==> config.mk <==
export PLATFORM = sky130hd
export DESIGN_NAME = fetch_stage_flat
export DESIGN_NICKNAME = d
export VERILOG_FILES = /design/src/rtl/fetch_stage_if.sv /design/src/rtl/fetch_stage.sv /design/src/flat_wrapper.sv
export SDC_FILE = /design/constraint.sdc
export NUM_CORES = 1
export LEC_CHECK = 0
export CELL_PAD_IN_SITES_DETAIL_PLACEMENT = 1
export CELL_PAD_IN_SITES_GLOBAL_PLACEMENT = 1
export CORE_MARGIN = 5
export CORE_UTILIZATION = 46
export DETAILED_ROUTE_END_ITERATION = 10
export HOLD_SLACK_MARGIN = 0.1
export PLACE_DENSITY_LB_ADDON = 0.1
export SYNTH_ARGS = -nofsm -noshare
export SYNTH_HDL_FRONTEND = slang
export SYNTH_SLANG_ARGS = --single-unit
export TNS_END_PERCENT = 1
==> constraint.sdc <==
create_clock -name clk -period 9.55 [get_ports clk]
set_input_delay 1.91 -clock clk [delete_from_list [all_inputs] [get_ports clk]]
set_output_delay 1.91 -clock clk [all_outputs]
set_load 0.01 [all_outputs]
==> src/rtl/fetch_stage_if.sv <==
// Fetch-stage bus bundle: instruction-memory request/response, redirect input and decode output.
// The master modport is the fetch stage's view; slave is the memory/decode/datapath side.
interface fetch_stage_if;
  logic        imem_req_valid;
  logic [31:0] imem_req_addr;
  logic        imem_req_ready;
  logic        imem_resp_valid;
  logic [31:0] imem_resp_data;
  logic        redirect_valid;
  logic [31:0] redirect_pc;
  logic        id_valid;
  logic        id_ready;
  logic [31:0] id_instr;
  logic [31:0] id_pc;
  logic [5:0]  id_op;
  logic [5:0]  id_funct;

  modport master (
    output imem_req_valid, imem_req_addr, id_valid, id_instr, id_pc, id_op, id_funct,
    input  imem_req_ready, imem_resp_valid, imem_resp_data, redirect_valid, redirect_pc, id_ready
  );

  modport slave (
    input  imem_req_valid, imem_req_addr, id_valid, id_instr, id_pc, id_op, id_funct,
    output imem_req_ready, imem_resp_valid, imem_resp_data, redirect_valid, redirect_pc, id_ready
  );
endinterface

==> src/rtl/fetch_stage.sv <==
// Instruction fetch stage: credit-limited in-order fetch, response buffer to decode,
// and redirect flushing with a drop counter for in-flight wrong-path responses.
module fetch_stage #(
  parameter logic [31:0] RESET_PC   = 32'h0000_0000,
  parameter int unsigned FIFO_DEPTH = 2
) (
  input logic           clk,
  input logic           rst,
  fetch_stage_if.master bus
);
  localparam int unsigned PtrW = $clog2(FIFO_DEPTH);
  localparam int unsigned CntW = $clog2(FIFO_DEPTH + 1);
  localparam logic [CntW:0] DepthC = FIFO_DEPTH[CntW:0];

  logic [31:0]     fetch_pc_q, fetch_pc_d;
  logic [CntW-1:0] outstanding_q, outstanding_d;
  logic [CntW-1:0] drop_cnt_q, drop_cnt_d;
  logic [CntW-1:0] fifo_cnt_q, fifo_cnt_d;
  logic [PtrW-1:0] pq_wptr_q, pq_wptr_d, pq_rptr_q, pq_rptr_d;
  logic [PtrW-1:0] fq_wptr_q, fq_wptr_d, fq_rptr_q, fq_rptr_d;

  logic [31:0] pq_mem_q    [FIFO_DEPTH];
  logic [31:0] fq_instr_q  [FIFO_DEPTH];
  logic [31:0] fq_pc_q     [FIFO_DEPTH];

  logic [CntW:0] inflight;
  logic credit, req_valid, req_fire, resp_fire, drop, push, id_valid, pop, redirect;

  always_comb begin
    redirect  = bus.redirect_valid;
    // Responses plus buffered words never exceed the buffer, so a response always has room.
    inflight  = {1'b0, outstanding_q} + {1'b0, fifo_cnt_q};
    credit    = inflight < DepthC;
    req_valid = credit & ~redirect & ~rst;
    req_fire  = req_valid & bus.imem_req_ready;
    resp_fire = bus.imem_resp_valid & (outstanding_q != '0);
    drop      = resp_fire & (drop_cnt_q != '0);
    push      = resp_fire & ~drop & ~redirect;
    id_valid  = (fifo_cnt_q != '0) & ~rst;
    pop       = id_valid & bus.id_ready & ~redirect;
  end

  always_comb begin
    fetch_pc_d    = fetch_pc_q;
    outstanding_d = outstanding_q + CntW'(req_fire) - CntW'(resp_fire);
    drop_cnt_d    = drop_cnt_q;
    fifo_cnt_d    = fifo_cnt_q + CntW'(push) - CntW'(pop);
    pq_wptr_d     = req_fire  ? pq_wptr_q + PtrW'(1) : pq_wptr_q;
    pq_rptr_d     = resp_fire ? pq_rptr_q + PtrW'(1) : pq_rptr_q;
    fq_wptr_d     = push ? fq_wptr_q + PtrW'(1) : fq_wptr_q;
    fq_rptr_d     = pop  ? fq_rptr_q + PtrW'(1) : fq_rptr_q;

    if (req_fire) begin
      fetch_pc_d = fetch_pc_q + 32'd4;
    end
    if (drop) begin
      drop_cnt_d = drop_cnt_q - CntW'(1);
    end

    if (redirect) begin
      fetch_pc_d = bus.redirect_pc & ~32'h3;
      // Nothing issues this cycle, so whatever is still outstanding afterwards is stale.
      drop_cnt_d = outstanding_q - CntW'(resp_fire);
      fifo_cnt_d = '0;
      fq_wptr_d  = '0;
      fq_rptr_d  = '0;
    end
  end

  always_ff @(posedge clk) begin
    if (rst) begin
      fetch_pc_q    <= RESET_PC;
      outstanding_q <= '0;
      drop_cnt_q    <= '0;
      fifo_cnt_q    <= '0;
      pq_wptr_q     <= '0;
      pq_rptr_q     <= '0;
      fq_wptr_q     <= '0;
      fq_rptr_q     <= '0;
    end else begin
      fetch_pc_q    <= fetch_pc_d;
      outstanding_q <= outstanding_d;
      drop_cnt_q    <= drop_cnt_d;
      fifo_cnt_q    <= fifo_cnt_d;
      pq_wptr_q     <= pq_wptr_d;
      pq_rptr_q     <= pq_rptr_d;
      fq_wptr_q     <= fq_wptr_d;
      fq_rptr_q     <= fq_rptr_d;
    end
  end

  always_ff @(posedge clk) begin
    if (req_fire) begin
      pq_mem_q[pq_wptr_q] <= fetch_pc_q;
    end
    if (push) begin
      fq_instr_q[fq_wptr_q] <= bus.imem_resp_data;
      fq_pc_q[fq_wptr_q]    <= pq_mem_q[pq_rptr_q];
    end
  end

  always_comb begin
    bus.imem_req_valid = req_valid;
    bus.imem_req_addr  = fetch_pc_q;
    bus.id_valid       = id_valid;
    bus.id_instr       = fq_instr_q[fq_rptr_q];
    bus.id_pc          = fq_pc_q[fq_rptr_q];
    bus.id_op          = fq_instr_q[fq_rptr_q][31:26];
    bus.id_funct       = fq_instr_q[fq_rptr_q][5:0];
  end
endmodule

==> src/flat_wrapper.sv <==
// flat-port wrapper written by rule: the top's interface ports become plain ports
module fetch_stage_flat 
#(
  parameter logic [31:0] RESET_PC   = 32'h0000_0000,
  parameter int unsigned FIFO_DEPTH = 2
)
  (clk, rst, bus_imem_req_valid, bus_imem_req_addr, bus_id_valid, bus_id_instr, bus_id_pc, bus_id_op, bus_id_funct, bus_imem_req_ready, bus_imem_resp_valid, bus_imem_resp_data, bus_redirect_valid, bus_redirect_pc, bus_id_ready);
  fetch_stage_if bus_i ();
  input logic clk;
  input logic rst;
  output wire logic [$bits(bus_i.imem_req_valid)-1:0] bus_imem_req_valid;
  output wire logic [$bits(bus_i.imem_req_addr)-1:0] bus_imem_req_addr;
  output wire logic [$bits(bus_i.id_valid)-1:0] bus_id_valid;
  output wire logic [$bits(bus_i.id_instr)-1:0] bus_id_instr;
  output wire logic [$bits(bus_i.id_pc)-1:0] bus_id_pc;
  output wire logic [$bits(bus_i.id_op)-1:0] bus_id_op;
  output wire logic [$bits(bus_i.id_funct)-1:0] bus_id_funct;
  input wire logic [$bits(bus_i.imem_req_ready)-1:0] bus_imem_req_ready;
  input wire logic [$bits(bus_i.imem_resp_valid)-1:0] bus_imem_resp_valid;
  input wire logic [$bits(bus_i.imem_resp_data)-1:0] bus_imem_resp_data;
  input wire logic [$bits(bus_i.redirect_valid)-1:0] bus_redirect_valid;
  input wire logic [$bits(bus_i.redirect_pc)-1:0] bus_redirect_pc;
  input wire logic [$bits(bus_i.id_ready)-1:0] bus_id_ready;
  assign bus_imem_req_valid = bus_i.imem_req_valid;
  assign bus_imem_req_addr = bus_i.imem_req_addr;
  assign bus_id_valid = bus_i.id_valid;
  assign bus_id_instr = bus_i.id_instr;
  assign bus_id_pc = bus_i.id_pc;
  assign bus_id_op = bus_i.id_op;
  assign bus_id_funct = bus_i.id_funct;
  assign bus_i.imem_req_ready = bus_imem_req_ready;
  assign bus_i.imem_resp_valid = bus_imem_resp_valid;
  assign bus_i.imem_resp_data = bus_imem_resp_data;
  assign bus_i.redirect_valid = bus_redirect_valid;
  assign bus_i.redirect_pc = bus_redirect_pc;
  assign bus_i.id_ready = bus_id_ready;
  fetch_stage #(.RESET_PC(RESET_PC), .FIFO_DEPTH(FIFO_DEPTH)) u_core (.clk(clk), .rst(rst), .bus(bus_i));
endmodule
; After elaboration in Yosys (flattened, before gate mapping)
; Memories as Yosys holds them, arrays and structs flattened. A register that Yosys moved wholly into a read port is not among the register bits.
; Cells that the tools add are included.
[word_totals]
word_cells = 58
ff_bits = 42
latchBits = 0
ram_bits = 192
output_inout_bits = 110
n_memories = 3
in_bits = 70
mem_bits_ro = 0
[mem_list]
columns = memory, words, width, rd, rd_clocked_by_memory_dff, wr, line_no
row1 = u_core.fq_instr_q, 2, 32, 1, 1, 1, fetch_stage.sv:23  ; logic [31:0] fq_instr_q [FIFO_DEPTH];
row2 = u_core.fq_pc_q, 2, 32, 1, 1, 1, fetch_stage.sv:24  ; logic [31:0] fq_pc_q [FIFO_DEPTH];
row3 = u_core.pq_mem_q, 2, 32, 1, 1, 1, fetch_stage.sv:22  ; logic [31:0] pq_mem_q [FIFO_DEPTH];
[classes]
n_lt_le_gt_ge = 1
n_bitwise = 13
n_shift = 0
div = 0
mux = 14
eq_ne = 0
addsub = 12
reduce_logical = 6
multipliers = 0
[op_table]
columns = cell, count
row1 = $mux W32, 2
row2 = $add A32 B3 Y32 const B, 1
row3 = $and A1 B1 Y1, 10
row4 = $mux W1, 10
row5 = $reduce_bool A2 Y1, 5
row6 = $sub A2 B1 Y2, 3
row7 = $add A1 B1 Y1 const B, 4
row8 = $add A2 B1 Y2, 2
row9 = $mux W2, 2
row10 = $add A2 B2 Y3, 1
row11 = $lt A3 B2 Y1 const B, 1
row12 = $not A1 Y1, 3
row13 = $reduce_or A2 Y1, 1
row14 = $sub A2 B1 Y2 const B, 1

; Logic depth before layout (Yosys ltp)
; Gate-level depths: netlist of run 1.
[logic_depth]
word_depth = 8
mapped_depth = 10
depth_no_buf = 8

; Least setup slack after synthesis of run 1
; OpenSTA, ideal clock, no wires.
[synth_timing]
path_kind = input to register
start = in bus_redirect_valid
end = mem u_core.fq_instr_q[0][0], enable pin
arrival_ns = 5.144
setup_slack_ns = 3.916
cell_stages = 4
path_buffers = 1
setup_ns = 0.490
required_ns = 9.060
cell_sequence = clkbuf_1 > inv_1 > and3_1 > nor2b_1
[synth_between]
elab_chain_len = 4
[synth_lines]
columns = element, line_no
row1 = from (decl), flat_wrapper.sv:21  ; input wire logic [$bits(bus_i.redirect_valid)-1:0] bus_redirect_valid;
row2 = $not A1 Y1, fetch_stage.sv:38  ; push = resp_fire & ~drop & ~redirect;
row3 = $and A1 B1 Y1, fetch_stage.sv:38
row4 = via u_core.push, fetch_stage.sv:27  ; logic credit, req_valid, req_fire, resp_fire, drop, push, id_valid, pop, redirect;
row5 = $mux W1, fetch_stage.sv:96  ; if (push) begin
row6 = $mux W1 (implied by the code), fetch_stage.sv:97  ; fq_instr_q[fq_wptr_q] <= bus.imem_resp_data;
row7 = to (decl), fetch_stage.sv:23
; The timed path passes the listed nets, and every way through them passes these cells.

; Final worst setup path of run 1
[layout_timing]
start = in rst
end = out bus_imem_req_valid
[layout_between]
elab_chain_len = 2
[layout_lines]
columns = element, line_no
row1 = from (decl), flat_wrapper.sv:10  ; input logic rst;
row2 = $not A1 Y1, fetch_stage.sv:34  ; req_valid = credit & ~redirect & ~rst;
row3 = $and A1 B1 Y1, fetch_stage.sv:34
row4 = to (decl), flat_wrapper.sv:11  ; output wire logic [$bits(bus_i.imem_req_valid)-1:0] bus_imem_req_valid;
; No other way between the ends.

==> metrics.md, run 1 <==
| Metric | Value |
|---|---|
| H-tree Lvls | 1 |
| Routability cong. | 0.776 |
| Clk slew on worst S/H paths | 0.06 ns |
| Worst skew pair latency | 0.51 ns |
| Status | finished, final reports clean |
| Reg2reg path depth | 7 |
| Die H | 150 um |
| CTS Hold Bufs | 0 |
| CORE AREA | 0.0194 mm^2 |
| R2r setup slk | 6.59 ns |
| Origin of the worst min-delay path | u_core.bus.imem_req_addr[31]$_SDFFE_PP0P_ |
| IO Pins | 180 |
| Hold Path Sink | u_core.pq_mem_q[0][31]$_DFFE_PP_ |
| Slew margin rel. | 46.8% |
| Ranking of synthesized cells by area | edfxtp_1 61%, mux2_2 11%, dfxtp_1 9.3%, xor2_1 1.8%, nor2_1 1.8% |
| Clock Skew | 0.0183 ns |
| Worst r2r dst | u_core.pq_mem_q[1][28]$_DFFE_PP_ |
| Clock tree from TritonCTS | yes |
| Area growth syn-to-layout | 31.2% |
| Hold Path Stages | 0 |
| Final period utilization | 59.6% |
| Crit path launch type | input pin |
| Dpl hpwl | 14.2 mm |
| Number of global-route vias before repair | 5862 |
| Maxcap violations | 0 |
| Sink Count | 226 |
| LEAKAGE | 4.05 nW |
| PostCTS Resize Cnt | 0 |
| Worst slew pin tran | 0.796 ns |
| DRT iter0 DRCs | 244 |
| Post-synthesis cell count | 585 |
| Max Slew Vio Count | 0 |
| Die Area | 0.0225 mm^2 |
| PortBufs | 173 |
| Worst vdd ir | 0.000129 V |
| Sequential area share after synthesis | 70.5% |
| Hold Path Class | reg2reg |
| # setup viols final | 0 |
| Total grt overflow | 0 |
| Post-CTS setup buffers | 0 |
| Worst R2R Start | u_core.outstanding_q[0]$_SDFF_PP0_ |
| Synth Area per Inst | 15.4 um^2 |
| P per Cell Area | 213 mW/mm^2 |
| Class of the most critical setup path | in2out |
| Vias per inst | 5.21 |
| Share of layout cells above drive strength 1 | 19.3% |
| Die width | 150 um |
| Worst endpoint data arrival time | 3.78 ns |
| Crit Path Max Fanout | 42 |
| First-pass GRT wire length | 33.8 mm |
| First drt pass iteration count | 4 |
| CP Capture Type | output pin |
| Clock Tree Root | clkbuf_16 |
| Worst EP required | 7.64 ns |
| Post-DRT Antenna Nets | 0 |
| Filler cells | 1830 |
| Syn. warnings | 0 |
| Total power | 2.52 mW |
| Placed insts | 994 |
| DRC violations left | 0 |
| Initial Utilization | 46.5% |
| RSZ-0062 raised after global routing | no |
| Total track usage | 19.4% |
| Final TNS setup | 0 ns |
| Post-synthesis cell area | 0.00902 mm^2 |
| Tmin final | 5.69 ns |
| Routed WL | 22.0 mm |
| Layout Nets | 831 |
| Bufs on Longest Clock Path | 3 |
| Vias post-DR | 5408 |
| Final Hold Vio Count | 0 |
| Final std cells w/o fill | 1038 |
| Post-synth cell types | 40 |
| # rows | 51 |
| Wire per inst | 21.2 um |
| Largest net degree at the start of global routing | 43 |
| Top-area cell type share of the netlist area | 61.2% |
| Fin area | 0.0118 mm^2 |
| Area leader, netlist | edfxtp_1 |
| Maximum clock frequency | 0.176 GHz |
| Initial antenna violation count | 1 |
| Register bit count reported by yosys | 226 |
| N_diodes | 0 |
| DP Area | 0.0110 mm^2 |
| CTS Buf Count | 24 |
power breakdown:
part           internal, mW  switching, mW  total [mW]
combinational         0.171          0.166       0.337
sequential             1.14         0.0323        1.17
clock                 0.636          0.371        1.01
total                  1.95          0.569        2.52
per-stage QoR:
step,worst slack [ns],utilization (%),hold slack [ns]
2_1_floorplan,3.92,-,0.472
4_1_cts,3.84,61.0,0.534
3_3_place_gp,3.88,56.6,0.486
6_report,3.86,61.0,0.534
3_5_place_dp,3.86,56.6,0.511
5_1_grt,3.78,61.0,0.545
logic make-up (layout without fill, tap and decap cells):
group	Yosys count	after routing	share of synthesized area [%]
fa+ha+maj	6	6	0.915
compound gates	42	42	2.84
simple gates	123	123	7.18
flops	226	226	70.5
other cells	1	4	0.0416
xor+xnor	34	34	3.30
mux	99	99	12.3
buf+inv	54	239	2.91
cell type report:
class	instances	area, um^2	area share [%]
multi-input combinational	308	2420	20.5
clock inverter	11	180	1.52
timing repair buffer	183	1810	15.3
inverter	12	45.0	0.380
tap	265	332	2.80
sequential	226	6370	53.8
clock buffer	33	686	5.79
layer usage:
layer  up-vias  track usage [%]  part of all wire, %
met1      2709             23.9                   40
met2       153             34.7                   52
li1       2510                -                    -
met5         -                0                0.055
met3        34             4.54                  6.3
met4         2             4.71                  1.8
synth_stat cells:
cell type and instances:
a211oi_1 10, a21oi_1 15, a311oi_1 1, a31oi_1 1, and2_1 4, and3_1 12, and4_1 2, buf_1 4
buf_4 16, clkbuf_1 22, conb_1 1, dfxtp_1 42, edfxtp_1 184, fa_1 1, ha_1 5, inv_1 12
mux2_2 92, mux2i_1 7, nand2_1 18, nand3_1 14, nand4_1 14, nand4b_1 1, nor2_1 43, nor2b_1 1
nor3_1 5, nor3b_1 1, nor4_2 1, nor4_4 2, nor4b_1 1, o211ai_1 1, o21a_1 1, o21ai_0 5
o21ai_1 1, o22ai_1 6, o32ai_1 1, or2_2 1, or3_1 2, or4b_4 1, xnor2_1 15, xor2_1 19
placed cells by master (no fill, tap or decap), types with 2 or more instances in the layout:
master / count
or3_1: 2
dfxtp_1: 41
clkinv_1: 2
ha_1: 5
clkbuf_8: 3
and2_1: 3
clkinv_2: 3
a211oi_1: 10
o22ai_1: 6
and4_1: 2
clkbuf_16: 25
mux2i_1: 7
xnor2_1: 15
nor3_1: 5
nor2_1: 42
bufinv_16: 5
nand3_1: 14
and3_1: 12
mux2_2: 92
clkdlybuf4s50_1: 173
nand2_1: 18
o21ai_0: 5
conb_1: 4
buf_4: 10
inv_1: 12
xor2_1: 19
nor4_4: 2
nand4_1: 14
a21oi_1: 15
edfxtp_1: 184
clkbuf_1: 5
registers in the layout, summed over array words and instances, names as in the netlist, named ones only:
| signal | flops |
|---|---|
| u_core.fq_pc_q | 60 |
| u_core.pq_rptr_q | 1 |
| u_core.fq_wptr_q | 1 |
| u_core.fq_instr_q | 64 |
| u_core.drop_cnt_q | 2 |
| u_core.bus.imem_req_addr | 30 |
| u_core.pq_wptr_q | 1 |
| u_core.outstanding_q | 2 |
| u_core.pq_mem_q | 60 |
| u_core.fifo_cnt_q | 2 |
| u_core.fq_rptr_q | 1 |
worst max-delay path: stages:
cell and delay [ns]:
clkdlybuf4s50_1 0.41, buf_4 0.28, or2_2 0.45, nor3_1 0.16, clkdlybuf4s50_1 0.56
how the worst max path moves through the flow:
stage                                   from                           endpoint  slack, ns  cells after the start
after CTS                                rst                 bus_imem_req_valid       3.84                      5
after detailed placement                 rst                 bus_imem_req_valid       3.86                      5
after global placement                   rst                 bus_imem_req_valid       3.88                      5
final                                    rst                 bus_imem_req_valid       3.86                      5
after floorplan           bus_redirect_valid  u_core.fq_instr_q[0][0]$_DFFE_PP_       3.92                      4
after global routing                     rst                 bus_imem_req_valid       3.78                      5
Power figures use the tool's default switching activity.
==> run 2, diff against run 1 <==
--- a/config.mk
+++ b/config.mk
@@ -8,7 +8,7 @@
 export CELL_PAD_IN_SITES_DETAIL_PLACEMENT = 1
 export CELL_PAD_IN_SITES_GLOBAL_PLACEMENT = 1
 export CORE_MARGIN = 5
-export CORE_UTILIZATION = 46
+export CORE_UTILIZATION = 42
 export DETAILED_ROUTE_END_ITERATION = 10
 export HOLD_SLACK_MARGIN = 0.1
 export PLACE_DENSITY_LB_ADDON = 0.1
==> constraint.sdc (replaced) <==
create_clock -name clk -period 5.85 [get_ports clk]
set_input_delay 1.17 -clock clk [delete_from_list [all_inputs] [get_ports clk]]
set_output_delay 1.17 -clock clk [all_outputs]
set_load 0.01 [all_outputs]
==> run 2 against run 1 <==
- core utilization down 5.6 points
- first-iteration DRC count is 12% lower
- sequential power up 65%
- setup slack lost 2.2 ns
- clock skew decreased by 0.0071 ns
- non-clock buffer count is 1 lower
- global-route usage down 2.9 points
- register-to-register slack got worse by 3.6 ns
- critical path depth is the same
- clock power increased by 36%
- die area grew 8.9%
- critical endpoint unchanged
==> metrics.md, run 2 (same netlist as run 1, synthesis figures left out) <==
| Metric | Value |
|---|---|
| Layout Nets | 830 (was 831) |
| Die Area | 0.0245 mm^2 (was 0.0225 mm^2) |
| RSZ-0062 raised after global routing | no (unchanged) |
| Clk slew on worst S/H paths | 0.06 ns (about the same) |
| Vias post-DR | 5328 (was 5408) |
| Clock Skew | 0.0113 ns (was 0.0183 ns) |
| Placed insts | 1003 (was 994) |
| Share of layout cells above drive strength 1 | 18.3% (was 19.3%) |
| CP max stage delay | 0.56 ns (about the same) |
| Routed WL | 20.8 mm (was 22.0 mm) |
| Final period utilization | 71.9% |
| Vias per inst | 5.09 (was 5.21) |
| First-pass GRT wire length | 32.2 mm (was 33.8 mm) |
| Clock tree from TritonCTS | yes (unchanged) |
| Wire per inst | 19.8 um (was 21.2 um) |
| Area growth syn-to-layout | 29.6% (was 31.2%) |
| DRT iter0 DRCs | 214 (was 244) |
| Fin area | 0.0117 mm^2 (was 0.0118 mm^2) |
| Dpl hpwl | 13.7 mm (was 14.2 mm) |
| Die H | 157 um (was 150 um) |
| N_diodes | 0 (unchanged) |
| Post-DRT Antenna Nets | 0 (unchanged) |
| CTS Hold Bufs | 0 (unchanged) |
| LEAKAGE | 3.97 nW (was 4.05 nW) |
| Sink Count | 226 (unchanged) |
| Most common cell after layout, fill and taps aside | edfxtp_1 (unchanged) |
| Worst skew pair latency | 0.50 ns (was 0.51 ns) |
| Bufs on Longest Clock Path | 3 (unchanged) |
| DP Area | 0.0110 mm^2 (about the same) |
| Filler cells | 2004 (was 1830) |
| WP buf/inv | 3 (unchanged) |
| Post-CTS setup buffers | 0 (unchanged) |
| CTS Buf Count | 24 (unchanged) |
| H-tree Lvls | 1 (unchanged) |
| Biggest register | u_core.fq_instr_q (unchanged) |
| PostCTS Resize Cnt | 0 (unchanged) |
| Class of the most critical setup path | in2out (unchanged) |
| Initial Utilization | 42.8% (was 46.5%) |
| CORE AREA | 0.0211 mm^2 (was 0.0194 mm^2) |
| Status | finished, final reports clean (unchanged) |
| Slew margin rel. | 24.6% (was 46.8%) |
| CP Capture Type | output pin (unchanged) |
| DRC violations left | 0 (unchanged) |
| # setup viols final | 0 (unchanged) |
| Largest delay share family, worst path | buffers and inverters (unchanged) |
| # rows | 53 (was 51) |
| Final Hold Vio Count | 0 (unchanged) |
| Worst endpoint data arrival time | 3.03 ns (was 3.78 ns) |
| Max Slew Vio Count | 0 (unchanged) |
| Max reg flops | 64 (unchanged) |
| IO Pins | 180 (unchanged) |
| Maximum clock frequency | 0.238 GHz |
| Maxcap violations | 0 (unchanged) |
| Number of global-route vias before repair | 5813 (was 5862) |
| Total track usage | 16.6% (was 19.4%) |
| PortBufs | 173 (unchanged) |
| Total grt overflow | 0 (unchanged) |
| Initial antenna violation count | 0 (was 1) |
| P per Cell Area | 327 mW/mm^2 (was 213 mW/mm^2) |
| Worst EP required | 4.68 ns (was 7.64 ns) |
| Die width | 157 um (was 150 um) |
| Largest regs | u_core.fq_instr_q: 64 flops, u_core.fq_pc_q: 60 flops, u_core.pq_mem_q: 60 flops (unchanged) |
| First drt pass iteration count | 4 (unchanged) |
| Routability cong. | 0.793 (was 0.776) |
| Final std cells w/o fill | 1047 (was 1038) |
| Clock Tree Root | clkbuf_16 (unchanged) |
| Crit Path Max Fanout | 42 (unchanged) |
| Hold Path Class | reg2reg (unchanged) |
| Crit path launch type | input pin (unchanged) |
| Largest net degree at the start of global routing | 63 (was 43) |
| Crit-path most repeated cell | clkdlybuf4s50_1 (unchanged) |
| Most frequent cells in the layout | 184 x edfxtp_1, 173 x clkdlybuf4s50_1, 92 x mux2_2, 42 x nor2_1, 41 x dfxtp_1 (unchanged) |
| CP cell instances | clkdlybuf4s50_1 -> buf_4 -> or2_2 -> nor3_1 -> clkdlybuf4s50_1 (unchanged) |
| Worst vdd ir | 0.000194 V (was 0.000129 V) |
| Crit-path slowest cell | clkdlybuf4s50_1 (unchanged) |
| Final TNS setup | 0 ns (unchanged) |
| Worst slew pin tran | 1.13 ns (was 0.796 ns) |
| Tmin final | 4.20 ns |
[run 2: cell count changes in the layout (fill, tap and decap cells not counted)]
cell,change
clkinv_2,+1
and2_4,+1
clkbuf_8,-2
and2_2,-1
bufinv_16,-5
clkbuf_1,+6
buf_4,-1
clkinv_1,+1
clkinvlp_4,-1
[run 2: worst reg2reg max path, delay by kind of cell (launching register included)]
| kind | cells | cell delay [ns] |
|---|---|---|
| buffers and inverters | 3 | 0.76 |
| adder cells (fa/ha/maj) | 1 | 0.48 |
| flip-flops | 1 | 0.35 |
| AND/OR/NAND/NOR | 4 | 0.91 |
[run 2: layout make-up]
| class | instances | area (um^2) | area share, % |
|---|---|---|---|
| Inverter | 12 | 45.0 | 0.385 |
| Clock buffer | 37 | 681 | 5.82 |
| Tap cell | 275 | 344 | 2.94 |
| Timing Repair Buffer | 182 | 1800 | 15.4 |
| Clock inverter | 7 | 31.3 | 0.268 |
| Multi-Input combinational cell | 308 | 2420 | 20.7 |
| Sequential cell | 226 | 6370 | 54.5 |
[run 2: routing by layer]
metal / GRT usage (%) / share of wire (%)
met1: 21.3 / 43
met2: 29.8 / 51
met3: 2.63 / 4.9
met4: 3.47 / 1.3
met5: 0 / 0
[run 2: where the power goes]
| group | internal [mW] | total, mW | switching, mW |
|---|---|---|---|
| clock | 0.798 | 1.37 | 0.576 |
| combinational | 0.278 | 0.525 | 0.247 |
| sequential | 1.87 | 1.93 | 0.0637 |
[run 2: final timing paths]
| path | startpoint | endpoint | slack [ns] | cells after the start |
|---|---|---|---|---|
| worst min-delay path | u_core.fq_rptr_q$_SDFFE_PP0P_ | u_core.fq_rptr_q$_SDFFE_PP0P_ | 0.51 | 2 |
| worst max-delay path | rst | bus_imem_req_valid | 1.65 | 5 |
| worst max register to register | u_core.fifo_cnt_q[0]$_SDFF_PP0_ | u_core.pq_mem_q[0][8]$_DFFE_PP_ | 2.99 | 8 |
| worst min register to register | u_core.fq_rptr_q$_SDFFE_PP0P_ | u_core.fq_rptr_q$_SDFFE_PP0P_ | 0.51 | 2 |
[run 2: through the flow]
stage                     hold slack, ns  util (%)  setup WS [ns]  power [mW]
final                              0.513      55.4           1.65        3.83
after global routing               0.547      55.4           1.56        4.00
after CTS                          0.520      55.4           1.62        3.88
after detailed placement           0.502      52.1           1.64        2.50
after global placement             0.489      52.1           1.64        2.47
after floorplan                    0.472         -          0.956        2.24
